==> config.mk <==
export PLATFORM = sky130hd
export DESIGN_NAME = hw2_seq_monitor
export DESIGN_NICKNAME = d
export VERILOG_FILES = /design/src/rtl/hw2_seq_monitor.sv
export SDC_FILE = /design/constraint.sdc
export NUM_CORES = 1
export LEC_CHECK = 0
export ABC_AREA = 1
export ABC_CLOCK_PERIOD_IN_PS = 1900
export CORE_MARGIN = 3
export CORE_UTILIZATION = 50
export CTS_CLUSTER_DIAMETER = 150
export CTS_CLUSTER_SIZE = 8
export DETAILED_ROUTE_END_ITERATION = 10
export GPL_ROUTABILITY_DRIVEN = 0
export PLACE_DENSITY_LB_ADDON = 0.25
export SLEW_MARGIN = 25
export SYNTH_ARGS = -nofsm -noshare
export SYNTH_HDL_FRONTEND = slang
export SYNTH_SLANG_ARGS = --single-unit
==> constraint.sdc <==
create_clock -name clk -period 1.9 [get_ports clk]
set_input_delay 0.38 -clock clk [delete_from_list [all_inputs] [get_ports clk]]
set_output_delay 0.38 -clock clk [all_outputs]
set_load 0.02 [all_outputs]
==> src/rtl/hw2_seq_monitor.sv <==
`default_nettype none
// =============================================================================
//  Module   : hw2_seq_monitor
//  Purpose  : Passive checker for the HW2 step sequencer. A reference model of
//             the step sequence is compared against the observed status.
//  Revision : 1.0  initial release
// =============================================================================
module hw2_seq_monitor #(
    parameter int ERR_W = 8,
    parameter int LAP_W = 8
) (
    input  logic             clk,
    input  logic             reset_n,
    input  logic             restart,
    input  logic             pause,
    input  logic             goto_third,
    input  logic [2:0]       out1,
    input  logic [2:0]       out2,
    input  logic             odd,
    input  logic             even,
    input  logic             terminal,
    input  logic             clear,
    output logic             synced,
    output logic             err,
    output logic             err_sticky,
    output logic [ERR_W-1:0] err_count,
    output logic [LAP_W-1:0] lap_count,
    output logic [2:0]       first_err_exp
);

    localparam logic [2:0]       c_LAST_STEP  = 3'd5;
    localparam logic [2:0]       c_THIRD_STEP = 3'd2;
    localparam logic [ERR_W-1:0] c_ERR_MAX    = {ERR_W{1'b1}};
    localparam logic [LAP_W-1:0] c_LAP_MAX    = {LAP_W{1'b1}};

    typedef enum logic [0:0] {
        ST_UNSYNCED = 1'b0,
        ST_SYNCED   = 1'b1
    } state_t;

    state_t           r_state;
    state_t           w_state_nxt;
    logic [2:0]       r_step;
    logic [2:0]       w_step_nxt;
    logic [2:0]       w_adv_step;
    logic [2:0]       w_exp_out2;
    logic             w_exp_term;
    logic             w_mismatch;
    logic             w_hit;
    logic             w_lap;

    logic             r_err;
    logic             r_err_sticky;
    logic [ERR_W-1:0] r_err_count;
    logic [LAP_W-1:0] r_lap_count;
    logic [2:0]       r_first_err_exp;

    logic             w_err_sticky_nxt;
    logic [ERR_W-1:0] w_err_count_nxt;
    logic [LAP_W-1:0] w_lap_count_nxt;
    logic [2:0]       w_first_err_nxt;

    // Expected status is derived purely from the model step, never from out1,
    // so an illegal out1 (6..7) can never match.
    assign w_exp_out2 = c_LAST_STEP - r_step;
    assign w_exp_term = (r_step == c_LAST_STEP);
    assign w_mismatch = (out1 != r_step)
                      | (out2 != w_exp_out2)
                      | (odd != r_step[0])
                      | (even != ~r_step[0])
                      | (terminal != w_exp_term);

    always_comb begin
        w_adv_step = r_step;
        if (restart) begin
            w_adv_step = 3'd0;
        end else if (goto_third) begin
            w_adv_step = c_THIRD_STEP;
        end else if (pause) begin
            w_adv_step = r_step;
        end else if (r_step == c_LAST_STEP) begin
            w_adv_step = 3'd0;
        end else begin
            w_adv_step = r_step + 3'd1;
        end
    end

    always_ff @(posedge clk or negedge reset_n) begin
        if (!reset_n) begin
            r_state <= ST_UNSYNCED;
            r_step  <= 3'd0;
        end else begin
            r_state <= w_state_nxt;
            r_step  <= w_step_nxt;
        end
    end

    always_comb begin
        w_state_nxt = r_state;
        w_step_nxt  = r_step;
        w_hit       = 1'b0;
        w_lap       = 1'b0;
        case (r_state)
            ST_UNSYNCED: begin
                if (restart) begin
                    w_state_nxt = ST_SYNCED;
                    w_step_nxt  = 3'd0;
                end
            end
            ST_SYNCED: begin
                w_hit      = w_mismatch;
                w_step_nxt = w_adv_step;
                w_lap      = !restart && !goto_third && !pause
                             && (r_step == c_LAST_STEP);
            end
            default: begin
                w_state_nxt = ST_UNSYNCED;
                w_step_nxt  = 3'd0;
            end
        endcase
    end

    // A mismatch in the same cycle as clear takes precedence over the clear.
    always_comb begin
        w_err_sticky_nxt = r_err_sticky;
        w_err_count_nxt  = r_err_count;
        w_lap_count_nxt  = r_lap_count;
        w_first_err_nxt  = r_first_err_exp;

        if (clear) begin
            w_err_sticky_nxt = 1'b0;
            w_err_count_nxt  = '0;
            w_lap_count_nxt  = '0;
            w_first_err_nxt  = 3'd0;
        end

        if (w_hit) begin
            w_err_sticky_nxt = 1'b1;
            if (clear) begin
                w_err_count_nxt = {{(ERR_W-1){1'b0}}, 1'b1};
            end else if (r_err_count != c_ERR_MAX) begin
                w_err_count_nxt = r_err_count + 1'b1;
            end
            if (!r_err_sticky || clear) begin
                w_first_err_nxt = r_step;
            end
        end

        if (w_lap) begin
            if (clear) begin
                w_lap_count_nxt = {{(LAP_W-1){1'b0}}, 1'b1};
            end else if (r_lap_count != c_LAP_MAX) begin
                w_lap_count_nxt = r_lap_count + 1'b1;
            end
        end
    end

    always_ff @(posedge clk or negedge reset_n) begin
        if (!reset_n) begin
            r_err           <= 1'b0;
            r_err_sticky    <= 1'b0;
            r_err_count     <= '0;
            r_lap_count     <= '0;
            r_first_err_exp <= 3'd0;
        end else begin
            r_err           <= w_hit;
            r_err_sticky    <= w_err_sticky_nxt;
            r_err_count     <= w_err_count_nxt;
            r_lap_count     <= w_lap_count_nxt;
            r_first_err_exp <= w_first_err_nxt;
        end
    end

    assign synced        = (r_state == ST_SYNCED);
    assign err           = r_err;
    assign err_sticky    = r_err_sticky;
    assign err_count     = r_err_count;
    assign lap_count     = r_lap_count;
    assign first_err_exp = r_first_err_exp;

endmodule
`default_nettype wire

# --- Yosys cells after proc, flatten, opt, wreduce, memory -nomap -nowiden ---
# Cells that the tools add are included.
word_totals:
  inputBits: 15
  out_inout_bits: 22
  word_cells: 60
  ff_bits: 25
op_classes:
  n_eq_ne: 10
  bitwise: 6
  addsub: 4
  n_reduce_logical: 10
  muxes: 23
op_table:
  columns: ["cell", "n"]
  rows:
  - ["2-to-1 mux 8 bit", 8]
  - ["2-to-1 mux 3 bit", 8]
  - ["adder 8 x 1 -> 8 bit (second input constant)", 2]
  - ["inequality test 8 bit (second input constant)", 2]
  - ["2-to-1 mux 1 bit", 6]
  - ["inequality test 3 bit", 2]
  - ["one-hot mux 3 bit (2 select lines)", 1]
  - ["zero test 1 bit", 4]
  - ["inequality test 4 bit (second input constant)", 1]
  - ["bitwise OR 1 bit", 4]
  - ["adder 3 x 1 -> 3 bit (second input constant)", 1]
  - ["equality test 3 bit (second input constant)", 1]
  - ["logical AND 1 bit", 3]
  - ["inequality test 1 bit", 3]
  - ["subtractor 3 bit (first input constant)", 1]
  - ["inequality test 2 bit (second input constant)", 1]
  - ["inverter 1 bit", 2]
  - ["AND reduction 2 bit", 1]
  - ["nonzero test 2 bit", 1]
  - ["logical OR 1 bit", 1]

# --- Longest topological paths before layout ---
# Gate-level depths: netlist of the first run.
logic_depth:
  word_depth: 8
  ltp_mapped: 11
  ltp_nobuf: 11

# --- Least setup slack after synthesis of the first run ---
# Ideal clock, no wire load.
synth_path:
  path_kind: "register -> register"
  startpoint: "register r_err_count[0], in the netlist err_count[0]"
  endpoint: "register r_err_count[3], in the netlist err_count[3]"
  arrival_time_ns: 1.439
  slack_ns: 0.385
  setup_ns: 0.076
  n_path_buf: 0
  required_time_ns: 1.824
  path_stages_with_launch: 10
  cell_sequence: "dfrtp_1 > ha_1 > nand3_1 > nor2_1 > nand2_2 > inv_1 > nand2_1 > nand2_1 > nand2_1 > o21ai_1"
synth_between:
  elab_chain_len: 4
synth_rtl:
  columns: ["item", "line", "text"]
  rows:
  - ["from (decl)", "54", "logic [ERR_W-1:0] r_err_count;"]
  - ["from (signal assigned)", "168", "r_err_count <= w_err_count_nxt;"]
  - ["adder 8 x 1 -> 8 bit / inequality test 8 bit (equally long branches)", "142, 141", null]
  - ["2-to-1 mux 8 bit (*)", "141", "end else if (r_err_count != c_ERR_MAX) begin"]
  - ["2-to-1 mux 8 bit (*)", "139", "if (clear) begin"]
  - ["2-to-1 mux 8 bit (*)", "137", "if (w_hit) begin"]
  - ["via w_err_count_nxt[3]", "59", "logic [ERR_W-1:0] w_err_count_nxt;"]
# The timed path passes the listed nets; every way through them passes the cells marked *.
# A chain may end at the register's enable or synchronous reset.

# --- Worst setup path in the final report of the first run ---
layout_path:
  startpoint: "register r_err_count[0], in the netlist err_count[0]"
  endpoint: "output err_count[0]"
layout_rtl:
  columns: ["item", "line", "text"]
  rows:
  - ["to (decl)", "26", "output logic [ERR_W-1:0] err_count,"]
# No word-level cell between the ends.

==> results.md, run 1 <==
* Status: finished clean
* CTS sink cnt at 25
* Share of cells above drive strength 1 at 8.633%
* Syn Nets at 253
* Logic pwr share at 19.3%
* Maximum vdd drop at 0.3543 mV
* CTS buffer count at 3
* CP Capture Type: output port
* Pleak at 1.015 nW
* Gate Count Post-Synth at 234
* Post-CTS Setup Inserts at 0
* Hpwl dp at 2.811 mm
* Worst clock skew at 6.096 ps
* Post-synthesis sequential area ratio at 38.79%
* Site Rows at 19
* Clock Tree Buf Depth at 2
* Core Region at 0.002900 mm²
* Area Growth Syn to Fin at 28.70%
* CP Class: reg -> out
* P per Cell Area at 485.4 mW/mm²
* First-pass GRT wire length at 6.134 mm
* CP Launch Type: flop
* Die width at 62.80 µm
* RSZ-0062 raised after global routing: no
* Chip height at 62.80 µm
* Clk Latency, worst-skew pair at 320 ps
* IO Port Bufs at 36
* Final hold violation count at 0
* Initial core utilization at 55.61%
* Slowest cell on the critical path: clkdlybuf4s50_1
* Setup TNS at 0 ps
* Commonest non-fill, non-tap cells in the layout: nand2_1, clkdlybuf4s50_1, nor2_1, inv_1, dfrtp_1
* Fmax at 0.5434 GHz
* Synth Area in XOR/XNOR at 1.629%
* Wire per inst at 11.08 µm
* Buffers & Inverters on Critical Path at 1
* Yosys reg bits at 25
* Clock Root Buffer: clkbuf_4
* Die ar. at 0.003943 mm²
* Most common cell after layout, fill and taps aside: nand2_1
* Via count at 1616
* Non-Filler Instances at 320
* Initial antenna violation count at 0
* Pins Over Slew Limit at 0
* Yosys warns at 0
* Vias/cell at 5.050
* Antenna cells at 0
* Pin count of the biggest net entering global routing at 26
* WL final at 3.547 mm
* Mux cell area share after synthesis at 0%
* Final ANT Viol Nets at 0
* Gr usage total at 18.91%
* Synthesized area at 0.001613 mm²
* CP max stage delay at 650 ps
* Arrival @ worst endpoint at 1460 ps
* Layout Nets at 298
* Inst Count DP at 316
* Setup Viol. Count Final at 0
* Total gr overflow at 0
* Crit-path max FO at 6
* NetSw at 287.4 µW
* Pre-antenna DRT Iters at 4
* Largest family of logic cells by synthesized area: simple AND/OR/NAND/NOR gates
* Worst Reg-to-Reg Cells at 11
* Synth cell types at 27
* Worst Max-Slew Pin Slew at 378.6 ps
* Crit-path leading delay family: buffers and inverters
* R2R Path Start: r_step[1]$_DFFE_PN0P_
* Compound-Gate Fraction of Synth Area at 8.611%
* Simple-gate portion of the synthesized area at 38.56%
* Min Tclk post-route at 1840 ps
* Part of the power in registers at 56.9%
* Cell-internal power at 720.2 µW
* Cell chain of the critical path: clkdlybuf4s50_1
* FILL cells at 251
* Worst path required time at 1520 ps
* I/O pin total at 37
* CTS tree: yes
* Vias in the first global route at 1439
* H-tree depth at 1
* Max cap viols at 0
* Clock share of power at 23.8%
* Post-CTS Hold Buffers at 0
* PnR Total Power at 1.008 mW
* Net Sw Frac at 28.53%
* Syn Area/Cell at 6.892 µm²
* Worst min-delay path class: in -> async
* Period Utilization, post-route at 96.85%
* Relative slew slack at 74.73%
* Reg2reg end: err_count[0]$_DFF_PN0_
* Clock transition at path regs at 140 ps
* Reg2Reg Setup Slack at 190 ps
* Post-CTS resize count at 0
* Area share of fa/ha/maj cells after synthesis at 3.103%
* DRC at 0
* Initial DRC Count at 97
-- power groups by stage --
stage	registers, mW	logic (mW)	clock network, mW
detailed placement	0.583	0.197	0
CTS	0.573	0.197	0.246
global route	0.576	0.220	0.264
global placement	0.582	0.193	0
floorplan	0.594	0.0896	0
finish	0.573	0.195	0.240
-- Yosys cell counts --
| cell type | instances | area, µm² |
|---|---|---|
| a21oi_1 | 4 | 20.02 |
| a22oi_1 | 1 | 7.510 |
| buf_2 | 1 | 5.000 |
| buf_4 | 1 | 7.510 |
| buf_6 | 1 | 11.26 |
| clkbuf_8 | 1 | 13.76 |
| dfrtp_1 | 25 | 625.6 |
| ha_1 | 4 | 50.05 |
| inv_1 | 26 | 97.59 |
| inv_2 | 4 | 15.01 |
| nand2_1 | 73 | 274.0 |
| nand2_2 | 4 | 25.02 |
| nand3_1 | 24 | 120.1 |
| nand3_2 | 1 | 10.01 |
| nand3b_1 | 1 | 7.510 |
| nand4_1 | 6 | 37.54 |
| nor2_1 | 28 | 105.1 |
| nor2_2 | 2 | 12.51 |
| nor2_8 | 1 | 20.02 |
| nor3_1 | 2 | 10.01 |
| o21ai_0 | 15 | 75.07 |
| o21ai_1 | 3 | 15.01 |
| o21bai_1 | 1 | 7.510 |
| o22ai_1 | 1 | 6.260 |
| o31ai_1 | 1 | 7.510 |
| xnor2_1 | 1 | 8.760 |
| xor2_1 | 2 | 17.52 |
-- area by class of cell --
type / count / area [µm²] / share of cell area (%)
Sequential cell: 25 / 625.6 / 30.14
Clock inverter: 1 / 5.005 / 0.2411
Tap cell: 42 / 52.55 / 2.532
Timing Repair Buffer: 44 / 420.4 / 20.25
Multi-Input combinational cell: 175 / 837.1 / 40.33
Clock buffer: 3 / 22.52 / 1.085
Inverter: 30 / 112.6 / 5.425
-- stage by stage --
step | setup WS [ps] | area, µm² | utilization (%) | hold slack, ps
finish | 59.78 | 2076 | 71.57 | 399.3
global route | 0.6140 | 2076 | 71.57 | 433.9
CTS | 51.56 | 2076 | 71.57 | 412.3
detailed placement | 113.9 | 2048 | 70.62 | 527.0
global placement | 160.1 | 2048 | 70.62 | 525.4
floorplan | 385.0 | 1613 | - | 84.41
-- worst max path at each step --
stage                                       from                         end  cells after the start
after global placement                   out1[1]  first_err_exp[1]$_DFF_PN0_                     10
after detailed placement                 out1[1]      err_count[0]$_DFF_PN0_                     10
after global routing      err_count[2]$_DFF_PN0_                err_count[2]                      1
after floorplan           err_count[0]$_DFF_PN0_      err_count[3]$_DFF_PN0_                      9
after CTS                 err_count[2]$_DFF_PN0_                err_count[2]                      1
final                     err_count[0]$_DFF_PN0_                err_count[0]                      1
-- layer usage --
| layer | part of all wire [%] | GRT usage [%] | vias up | wire (µm) |
|---|---|---|---|---|
| met3 | 4.9 | 4.496 | 2 | 174 |
| met4 | 0.68 | 4.132 | 0 | 24 |
| met2 | 44 | 31.16 | 47 | 1564 |
| met5 | 0 | 0 | - | 0 |
| li1 | - | - | 842 | - |
| met1 | 50 | 25.20 | 725 | 1783 |
-- cells by family (layout without fill, tap and decap cells) --
kind of cell,Yosys count,after routing
AND/OR/NAND/NOR,142,142
adder cells (fa/ha/maj),4,4
XOR/XNOR,3,3
AO/OA/AOI/OAI,26,26
flip-flops,25,25
buffers and inverters,34,78
-- registers in the layout, summed over array words and instances, names as in the netlist --
name           cells
err                1
err_sticky         1
r_step             3
first_err_exp      3
synced             1
err_count          8
lap_count          8
No activity file was read; power rests on OpenSTA's default activity.
==> inputs of run 2 (changes only) <==
--- a/config.mk
+++ b/config.mk
@@ -7,13 +7,13 @@
 export LEC_CHECK = 0
 export ABC_AREA = 1
 export ABC_CLOCK_PERIOD_IN_PS = 1900
-export CORE_MARGIN = 3
+export CORE_ASPECT_RATIO = 1.5
 export CORE_UTILIZATION = 50
 export CTS_CLUSTER_DIAMETER = 150
 export CTS_CLUSTER_SIZE = 8
 export DETAILED_ROUTE_END_ITERATION = 10
 export GPL_ROUTABILITY_DRIVEN = 0
-export PLACE_DENSITY_LB_ADDON = 0.25
+export PLACE_DENSITY = 0.85
 export SLEW_MARGIN = 25
 export SYNTH_ARGS = -nofsm -noshare
 export SYNTH_HDL_FRONTEND = slang
==> results.md, run 2 (synthesis results as in run 1) <==
* RSZ-0062 raised after global routing: no
* Clock transition at path regs at 90 ps
* Relative slew slack at 78.35%
* DRC at 0
* Area of the multi-input gates at 837.1 µm²
* Crit-path max FO at 7
* Post-CTS Hold Buffers at 0
* Gr usage total at 23.30%
* Period Utilization, post-route at 94.45%
* Status: finished clean
* Worst min-delay path class: in -> async
* Pre-antenna DRT Iters at 4
* P per Cell Area at 524.1 mW/mm²
* Setup TNS at 0 ps
* Reg2Reg Setup Slack at 230 ps
* Worst clock skew at 7.282 ps
* IO Port Bufs at 36
* Pins Over Slew Limit at 0
* Die ar. at 0.003461 mm²
* Layout Nets at 299
* Initial DRC Count at 69
* Final hold violation count at 0
* CP Class: reg -> out
* CP Capture Type: output port
* Min Tclk post-route at 1795 ps
* Reg2reg end: err_count[6]$_DFF_PN0_
* First-pass GRT wire length at 6.403 mm
* Most common cell after layout, fill and taps aside: nand2_1
* Arrival @ worst endpoint at 1410 ps
* Via count at 1646
* CTS tree: yes
* Vias in the first global route at 1529
* H-tree depth at 1
* Worst path required time at 1520 ps
* CTS sink cnt at 25
* R2R Path Start: r_step[1]$_DFFE_PN0P_
* Vias/cell at 5.176
* Cell chain of the critical path: clkdlybuf4s50_1
* Antenna cells at 0
* Initial antenna violation count at 0
* Maximum vdd drop at 0.4185 mV
* Core Region at 0.002973 mm²
* Chip height at 71.56 µm
* Sequential cell area at 626.9 µm²
* Total gr overflow at 0
* Clk Latency, worst-skew pair at 270 ps
* CP max stage delay at 650 ps
* Die width at 48.37 µm
* I/O pin total at 37
* Hpwl dp at 2.807 mm
* Clock Tree Buf Depth at 2
* Pin count of the biggest net entering global routing at 26
* Share of cells above drive strength 1 at 9.319%
* Buffers & Inverters on Critical Path at 1
* Initial core utilization at 54.25%
* CTS buffer count at 3
* Clock Root Buffer: clkbuf_8
* Util after Layout at 70.71%
* Commonest non-fill, non-tap cells in the layout: nand2_1, clkdlybuf4s50_1, nor2_1, inv_1
* Slowest cell on the critical path: clkdlybuf4s50_1
* Worst Max-Slew Pin Slew at 324.7 ps
* Crit-path leading delay family: buffers and inverters
* Wire per inst at 11.32 µm
* Pleak at 1.024 nW
* Worst Reg-to-Reg Cells at 11
* FILL cells at 244
* Fmax at 0.5573 GHz
* WL final at 3.600 mm
* Area Growth Syn to Fin at 30.33%
* Final ANT Viol Nets at 0
* Max cap viols at 0
* Setup Viol. Count Final at 0
* Site Rows at 24
* CP Launch Type: flop
-- run 2: layer usage --
layer / global-route usage [%] / share of wire, % / vias up
met4: 8.170 / 1.4 / 0
met2: 44.60 / 53 / 47
met3: 1.911 / 3.3 / 4
met1: 26.88 / 43 / 753
li1: - / - / 842
met5: 0 / 0 / -
-- run 2: worst max path at each step --
stage | startpoint | to | slack (ps) | depth (start not counted)
4_1_cts | synced$_DFF_PN0_ | synced | 20 | 1
5_1_grt | r_step[1]$_DFFE_PN0P_ | err_count[5]$_DFF_PN0_ | 50 | 11
6_report | err_count[2]$_DFF_PN0_ | err_count[2] | 110 | 1
3_3_place_gp | out2[0] | err_count[3]$_DFF_PN0_ | 150 | 10
2_1_floorplan | err_count[0]$_DFF_PN0_ | err_count[3]$_DFF_PN0_ | 380 | 9
3_5_place_dp | out1[1] | err_count[6]$_DFF_PN0_ | 100 | 10
-- run 2: where the power goes --
group | switching, mW | leakage (nW) | internal, mW
clock network | 0.178 | 0.0217 | 0.149
registers | 0.0243 | 0.325 | 0.548
logic | 0.104 | 0.678 | 0.0978
-- run 2: cell type report --
type,instances,share of cell area (%)
clock inverter,1,0.3571
inverter,30,5.357
multi-input combinational,175,39.82
tap,39,2.321
timing repair buffer,45,20.36
sequential,25,29.82
clock buffer,3,1.964
-- run 2: per-stage QoR --
stage / cells / area [µm²] / setup slack (ps) / hold slack, ps / power, mW
final: 318 / 2102 / 105.5 / 460.1 / 1.102
after detailed placement: 312 / 2037 / 96.41 / 531.3 / 0.7791
after floorplan: 234 / 1613 / 385.0 / 84.41 / 0.6835
after global routing: 318 / 2102 / 50.23 / 484.5 / 1.154
after global placement: 312 / 2037 / 149.5 / 540.6 / 0.7755
after CTS: 316 / 2086 / 18.63 / 473.6 / 1.103
-- run 2: timing repair --
item                       4_1_cts  5_1_grt
setup endpoints to repair        0        2
setup buffers                    0        2
gates resized for setup          0        1
==> inputs of run 3 (changes only) <==
--- a/config.mk
+++ b/config.mk
@@ -6,7 +6,7 @@
 export NUM_CORES = 1
 export LEC_CHECK = 0
 export ABC_AREA = 1
-export ABC_CLOCK_PERIOD_IN_PS = 1900
+export ABC_CLOCK_PERIOD_IN_PS = 2050
 export CORE_ASPECT_RATIO = 1.5
 export CORE_UTILIZATION = 50
 export CTS_CLUSTER_DIAMETER = 150
==> constraint.sdc (replaced) <==
create_clock -name clk -period 2.05 [get_ports clk]
set_input_delay 0.41 -clock clk [delete_from_list [all_inputs] [get_ports clk]]
set_output_delay 0.41 -clock clk [all_outputs]
set_load 0.02 [all_outputs]
==> results.md, run 3 (synthesis results as in run 1) <==
* Most common cell after layout, fill and taps aside: nand2_1
* Post-CTS Hold Buffers at 0
* P per Cell Area at 485.8 mW/mm²
* IO Port Bufs at 36
* R2R Path Start: r_step[1]$_DFFE_PN0P_
* Total gr overflow at 0
* Sequential cell area at 625.6 µm²
* Status: finished clean
* Worst path required time at 1640 ps
* WL final at 3.580 mm
* CP max stage delay at 650 ps
* CP Capture Type: output port
* Buffers & Inverters on Critical Path at 1
* Vias in the first global route at 1580
* CP Class: reg -> out
* Setup ws final at 224.9 ps
* Clock transition at path regs at 90 ps
* Cell Area, Placed at 0.002037 mm²
* Inst Count DP at 312
* Critical path launch point: err_count[2]$_DFF_PN0_
* Max cap viols at 0
* Period Utilization, post-route at 89.03%
* CTS buffer count at 3
* CTS tree: yes
* Relative slew slack at 70.68%
* Util after Layout at 70.16%
* Design area at 0.002086 mm²
* Share of cells above drive strength 1 at 8.303%
* RSZ-0062 raised after global routing: no
* Layout Nets at 297
* Antenna cells at 0
* Gr usage total at 23.65%
* Crit-path max FO at 7
* Pins Over Slew Limit at 0
* Area Growth Syn to Fin at 29.33%
* Pin count of the biggest net entering global routing at 26
* Slowest cell on the critical path: clkdlybuf4s50_1
* Site Rows at 24
* Core Region at 0.002973 mm²
* Die ar. at 0.003461 mm²
* Crit-path leading delay family: buffers and inverters
* Worst Max-Slew Pin Slew at 439.3 ps
* H-tree depth at 1
* Vias/cell at 5.259
* FILL cells at 241
* Setup TNS at 0 ps
* CP Launch Type: flop
* CTS sink cnt at 25
* Post-CTS resize count at 0
* Via count at 1662
* Commonest non-fill, non-tap cells in the layout: nand2_1, clkdlybuf4s50_1, nor2_1, inv_1, dfrtp_1
* Fmax at 0.5479 GHz
* Initial DRC Count at 42
* Min Tclk post-route at 1825 ps
* Maximum vdd drop at 0.3451 mV
* Cell chain of the critical path: clkdlybuf4s50_1
* Setup Viol. Count Final at 0
* Post-CTS Setup Inserts at 0
* Initial antenna violation count at 0
* Arrival @ worst endpoint at 1420 ps
* Non-Filler Instances at 316
* Area of the multi-input gates at 837.1 µm²
* Hpwl dp at 2.858 mm
* First-pass GRT wire length at 6.320 mm
* Die width at 48.37 µm
* Clock Root Buffer: clkbuf_8
* DRC at 0
* Wire per inst at 11.33 µm
* Chip height at 71.56 µm
* Clk Latency, worst-skew pair at 280 ps
* Final hold violation count at 0
* Pleak at 1.013 nW
* Worst min-delay path class: in -> async
* Final ANT Viol Nets at 0
* Pre-antenna DRT Iters at 5
* I/O pin total at 37
* Pre-CTS setup slack at 176.0 ps
* Worst clock skew at 10.89 ps
* Initial core utilization at 54.25%
* Clock Tree Buf Depth at 2
==> run 3: cell types whose count changed in the layout (fill, tap and decap cells not counted), sizes merged <==
cell / previous run / this run
buf: 9 / 7
==> run 3: final timing paths <==
check                                             endpoint  slack, ps  cells past startpoint
worst min-delay path                err_count[2]$_DFF_PN0_        480                      2
min in group clk                first_err_exp[0]$_DFF_PN0_        570                      2
worst max-delay path                          err_count[2]        220                      1
max in group asynchronous           err_count[6]$_DFF_PN0_       1330                      2
worst min register to register  first_err_exp[0]$_DFF_PN0_        570                      2
worst max register to register      err_count[6]$_DFF_PN0_        240                     11
==> run 3: final cells by class <==
cell class              instances  area share (%)
multi-input cells             175           40.13
flip-flops and latches         25           29.99
repair buffers                 43           19.80
inverters                      30           5.399
well taps                      39           2.340
clock buffers                   3           1.980
clock inverters                 1          0.3599
==> run 3: layer usage <==
layer | GRT usage, % | up-vias | share of wire, %
met1 | 26.89 | 769 | 40
li1 | - | 834 | -
met3 | 3.185 | 9 | 3.9
met2 | 41.63 | 50 | 54
met4 | 15.03 | 0 | 2.4
met5 | 0 | - | 0
==> run 3: per-stage QoR <==
| stage | hold WS [ps] | total power [mW] |
|---|---|---|
| floorplan | 114.4 | 0.6335 |
| global placement | 537.6 | 0.7194 |
| detailed placement | 535.2 | 0.7228 |
| CTS | 492.5 | 1.016 |
| global route | 496.2 | 1.069 |
| finish | 480.2 | 1.013 |
==> run 3: power breakdown <==
part / internal (mW) / switching (mW)
sequential: 0.508 / 0.0236
clock: 0.138 / 0.162
combinational: 0.0856 / 0.0952
total: 0.732 / 0.281
==> patch 1, RTL diff (flow settings as in run 1) <==
Add an input register stage for `terminal`, cleared by the reset; this delays it by one clock. The other inputs are not delayed to match.
--- a/src/rtl/hw2_seq_monitor.sv
+++ b/src/rtl/hw2_seq_monitor.sv
@@ -39,4 +39,14 @@
     } state_t;
 
+    logic terminal_q;
+
+    always_ff @(posedge clk or negedge reset_n) begin
+        if (!reset_n) begin
+            terminal_q <= '0;
+        end else begin
+            terminal_q <= terminal;
+        end
+    end
+
     state_t           r_state;
     state_t           w_state_nxt;
@@ -69,5 +79,5 @@
                       | (odd != r_step[0])
                       | (even != ~r_step[0])
-                      | (terminal != w_exp_term);
+                      | (terminal_q != w_exp_term);
 
     always_comb begin
Formal check against the unedited RTL: not equivalent (Yosys sat finds a counterexample within 4 cycles, from zero or initial values and one cycle with reset_n low).
==> patch 1 against run 1 <==
Sequential cell count rose by 1. Routed wire length is 4.6% higher. Maximum frequency shrank 0.63%. Synthesized area grew 12%. Sequential share of layout area fell by 1.3 points. Final area increased by 8.7%. Total power is 4.6% higher. Setup slack lost 12 ps. Core utilization is 5.5 points lower. Critical path type unchanged. Largest cell class unchanged. Largest power group unchanged. Highest routed layer unchanged.
==> patch 1: results (changes against run 1) <==
Run status
  – Status: complete, no violations

Worst setup path
  – Crit path to: err_count[0]
  – Critical Path Fanout Max: 6 (unchanged)
  – Worst R2R Setup Slack: 160 ps (-30 ps)
  – CP delay by family, top: buffers and inverters
  – R2R Path Start: r_step[1]
  – CP Launch Point: err_count[0]
  – CP peak stage delay: 650 ps (about the same)
  – Critical path data arrival time: ~1500 ps
  – Worst r2r dst: err_count[5]
  – FF-to-FF path depth: 9 (-2)
  – Slowest CP cell: clkdlybuf4s50_1

Yosys
  – Top cells by area, synth: dfrtp_1 (36%), nand2_1 (14%), inv_1 (7.5%)
  – FFs w/ async S/R, synth: 100% (unchanged)
  – Synth top cells by count: nand2_1 (69), inv_1 (36), nor2_1 (32), dfrtp_1 (26), nand3_1 (23)
  – Yosys warns: 0 (unchanged)
  – Sequential fraction of the synthesis area: 36.0% (-2.8 points)
  – Post-Syn Nets: 279 (+10%)
  – Post-synth cell types: 31 (+15%)

Place
  – IO Port Bufs: 36 (unchanged)
  – Post-DP HPWL: 2820 microns (+0.48%)
  – Placed instance area: 2220 sq um (+8.6%)

GRT
  – Antenna violations before repair: 0 (unchanged)
  – Gr usage total: 18.6% (-0.28 points)
  – Pin count of the biggest net entering global routing: 27 (+3.8%)
  – First-pass GRT wire length: 6520 microns (+6.3%)
  – Vias in the first global route: 1580 (+9.8%)

Clock tree
  – Latest clock arrival within the worst-skew pair: 320 ps (about the same)
  – CTS root buf: clkbuf_4
  – CTS max path bufs: 2 (unchanged)
  – Total CTS buffers: 3 (unchanged)
  – Clock slew seen by the registers of the worst setup and hold paths: 140 ps (about the same)
  – H-tree depth: 1 (unchanged)
  – Setup Buffers After CTS: 0 (unchanged)

Power and ir drop
  – Maximum VDD drop: 0.000433 V (+22%)
  – Leak Pwr: 0.00106 uW (+4.6%)

Detailed routing
  – DR iter-0 viols: 109 (+12%)
  – Detailed-route via count: 1706 (+5.6%)
  – Drt pass-1 iters: 4 (unchanged)
  – Post-Route WL: 3710 microns (+4.6%)

Hold path
  – Min-Delay Path Class: in2async

Layout
  – Antenna cells: 0 (unchanged)
  – Share of cells above drive strength 1: 13.7% (+5.1 points)
  – Nets@finish: 320 (+7.4%)

Timing
  – Slew of the pin with the lowest slew margin: 337 ps (-41.7 ps)
  – Clk_skew: 9.33 ps (+3.23 ps)
-- patch 1: worst min path at each step --
stage                     startpoint                to  slack, ps  cells past startpoint
after floorplan              reset_n               err         80                      0
after global placement    err_sticky        err_sticky        490                      2
after detailed placement  err_sticky        err_sticky        520                      2
after CTS                    reset_n  first_err_exp[0]        420                      2
after global routing         reset_n  first_err_exp[0]        420                      2
final                        reset_n  first_err_exp[0]        410                      2
-- patch 1: final cells by class --
class	count	area, sq um
clock buffers	3	22.5
fillers	299	1160
inverters	39	146
multi-input cells	190	981
flip-flops and latches	26	651
well taps	46	57.6
repair buffers	41	398
-- patch 1: cells by family (layout without fill, tap and decap cells) --
group / Yosys count / in the layout / synth area share [%]
xor+xnor: 4 / 4 / 1.94
compound gates: 26 / 26 / 9.08
fa+ha+maj: 4 / 4 / 2.77
buf+inv: 44 / 83 / 10.1
flops: 26 / 26 / 36.0
simple gates: 156 / 156 / 40.1
-- patch 1: per-layer routing --
metal | track usage, % | vias to the layer above | routed length, microns
li1 | - | 892 | -
met1 | 24.9 | 772 | 1800
met2 | 31.6 | 40 | 1740
met3 | 4.25 | 2 | 159
met4 | 2.03 | 0 | 14
met5 | 0 | - | 0
-- patch 1: metrics by stage --
stage                     setup slack [ps]  hold slack (ps)  cells  power (uW)
after floorplan                        274             84.4    260         731
after global placement                85.0              494    342         824
after detailed placement              57.9              518    342         828
after CTS                             40.5              418    345        1060
after global routing                  6.98              419    345        1120
final                                 48.2              406    345        1050
-- patch 1: what timing repair did --
item,CTS,global route
gates resized for setup,0,1
hold buffers,0,0
endpoints found under the hold margin,0,0
setup endpoints to repair,0,12
-- patch 1: where the power goes --
| part | total [uW] | switching, uW | internal [uW] |
|---|---|---|---|
| clock | 237 | 163 | 74.4 |
| combinational | 227 | 124 | 104 |
| sequential | 589 | 19.5 | 570 |
==> patch 2, RTL diff (config.mk and constraints of run 1) <==
Made on the original files. The parameter `LAP_W` goes from 8 to 12.
--- a/src/rtl/hw2_seq_monitor.sv
+++ b/src/rtl/hw2_seq_monitor.sv
@@ -8,5 +8,5 @@
 module hw2_seq_monitor #(
     parameter int ERR_W = 8,
-    parameter int LAP_W = 8
+    parameter int LAP_W = 12
 ) (
     input  logic             clk,
Interface: changed (resized lap_count); port bits go from 37 to 41. No check against the original RTL was run, so the function may have changed too.
==> patch 2 against run 1 <==
Global-route usage is 1.9 points higher. Setup slack better by 41 ps. Synthesized area is 32% higher. Routed wire length is 40% higher. Die area is 29% higher. Count of clock-buffer cells in the layout is 4 higher. Maximum frequency is 2.3% higher. Sequential power is 14% higher. Total power is 43% higher. Final area is 30% higher. Combinational power is 9% higher. Sequential cell count is 4 higher. Largest cell class unchanged.
==> patch 2: results (changes against run 1) <==
Run status
  – Status: complete, no violations

Clock tree
  – Latest clock arrival within the worst-skew pair: 290 ps (-30 ps)
  – Setup Buffers After CTS: 0 (unchanged)
  – CTS max path bufs: 2 (unchanged)
  – Clock slew seen by the registers of the worst setup and hold paths: 60 ps (-80 ps)
  – Post-cts sizing count: 0 (unchanged)
  – CTS root buf: clkbuf_8
  – H-tree depth: 2 (+1)
  – Total CTS buffers: 5 (+2)

Detailed routing
  – DR iter-0 viols: 134 (+38%)
  – Drt wl/cell: 12.1 microns (+9.1%)
  – Drt pass-1 iters: 5 (+1)
  – Post-Route WL: 4970 microns (+40%)
  – Vias per inst: 5.15 (+1.9%)

Layout
  – Max reg flops: 12
  – Antenna cells: 0 (unchanged)
  – Nets@finish: 379 (+27%)
  – Fill count: 358 (+43%)
  – Share of cells above drive strength 1: 12.5% (+3.8 points)

GRT
  – Pin count of the biggest net entering global routing: 30 (+15%)
  – Vias in the first global route: 1987 (+38%)
  – Gr usage total: 20.8% (+1.9 points)
  – Antenna violations before repair: 0 (unchanged)
  – First-pass GRT wire length: 8430 microns (+37%)

Place
  – Post-DP HPWL: 3610 microns (+29%)
  – IO Port Bufs: 40 (+11%)
  – Dpl cells: 403 (+28%)

Worst setup path
  – Critical path data arrival time: 1420 ps (-40 ps)
  – Slowest CP cell: clkdlybuf4s50_1
  – Critical Path Fanout Max: 6 (unchanged)
  – FF-to-FF path depth: 12 (+1)
  – CP delay by family, top: buffers and inverters
  – CP peak stage delay: 650 ps (about the same)

Yosys
  – Post-Syn Nets: 331 (+31%)
  – Post-Syn Instances: 312 (+33%)
  – Sequential fraction of the synthesis area: 34.1% (-4.7 points)
  – Yosys warns: 0 (unchanged)
  – Top cells by area, synth: dfrtp_1 (34%), nand2_1 (16%), inv_1 (7.9%)
  – Post-synth top flop: dfrtp_1
  – FFs w/ async S/R, synth: 100% (unchanged)
  – Post-synth cell types: 37 (+37%)
  – Synth top cells by count: nand2_1 (93), inv_1 (45), nor2_1 (33), dfrtp_1 (29), nand3_1 (25)

Timing
  – Relative slew slack: 73.1% (-1.7 points)
  – Final Max Slew Viols: 0 (unchanged)
  – Clk_skew: 3.61 ps (-2.49 ps)

Power and ir drop
  – Maximum VDD drop: 0.000354 V (about the same)
  – Leak Pwr: 0.00133 uW (+31%)

Hold path
  – Min-Delay Path Class: in2async
-- patch 2: power breakdown --
group	total [uW]	leakage [uW]	internal, uW	switching [uW]
Sequential	656	0.000381	633	22.9
Clock	577	0.0000542	327	250
Combinational	212	0.000890	95.0	117
-- patch 2: routing by layer --
layer | part of all wire, % | vias up | global-route usage (%) | routed length (microns)
li1 | - | 1079 | - | -
met1 | 45 | 959 | 25.9 | 2220
met2 | 47 | 65 | 33.8 | 2340
met3 | 5.4 | 13 | 3.37 | 269
met4 | 2.7 | 0 | 12.3 | 136
met5 | 0 | - | 0 | 0
-- patch 2: worst paths after layout --
check                             start           end  slack (ps)
setup / recovery           err_count[2]  err_count[2]         100
hold / removal                  reset_n  lap_count[2]         490
setup reg to reg              r_step[1]  err_count[3]         210
hold reg to reg              err_sticky    err_sticky         510
max in group asynchronous       reset_n     r_step[2]        1130
min in group clk             err_sticky    err_sticky         510
-- patch 2: cell families after synthesis --
logic type | after synthesis | synth area share (%)
compound gates | 32 | 8.24
xor+xnor | 4 | 2.00
fa+ha+maj | 4 | 2.35
buf+inv | 55 | 10.5
flops | 29 | 34.1
simple gates | 188 | 42.8
-- patch 2: through the flow --
step | total power, uW | area (sq um) | setup WS [ps]
after floorplan | 783 | 2130 | 389
after global placement | 875 | 2600 | 115
after detailed placement | 879 | 2600 | 70.3
after CTS | 1460 | 2700 | 89.9
after global routing | 1510 | 2700 | 60.9
final | 1440 | 2700 | 101
-- patch 2: layout make-up --
class | count | share of cell area (%)
well taps | 50 | 2.31
repair buffers | 46 | 16.5
clock buffers | 7 | 3.56
inverters | 50 | 7.08
flip-flops and latches | 29 | 26.8
clock inverters | 1 | 0.185
multi-input cells | 228 | 43.5
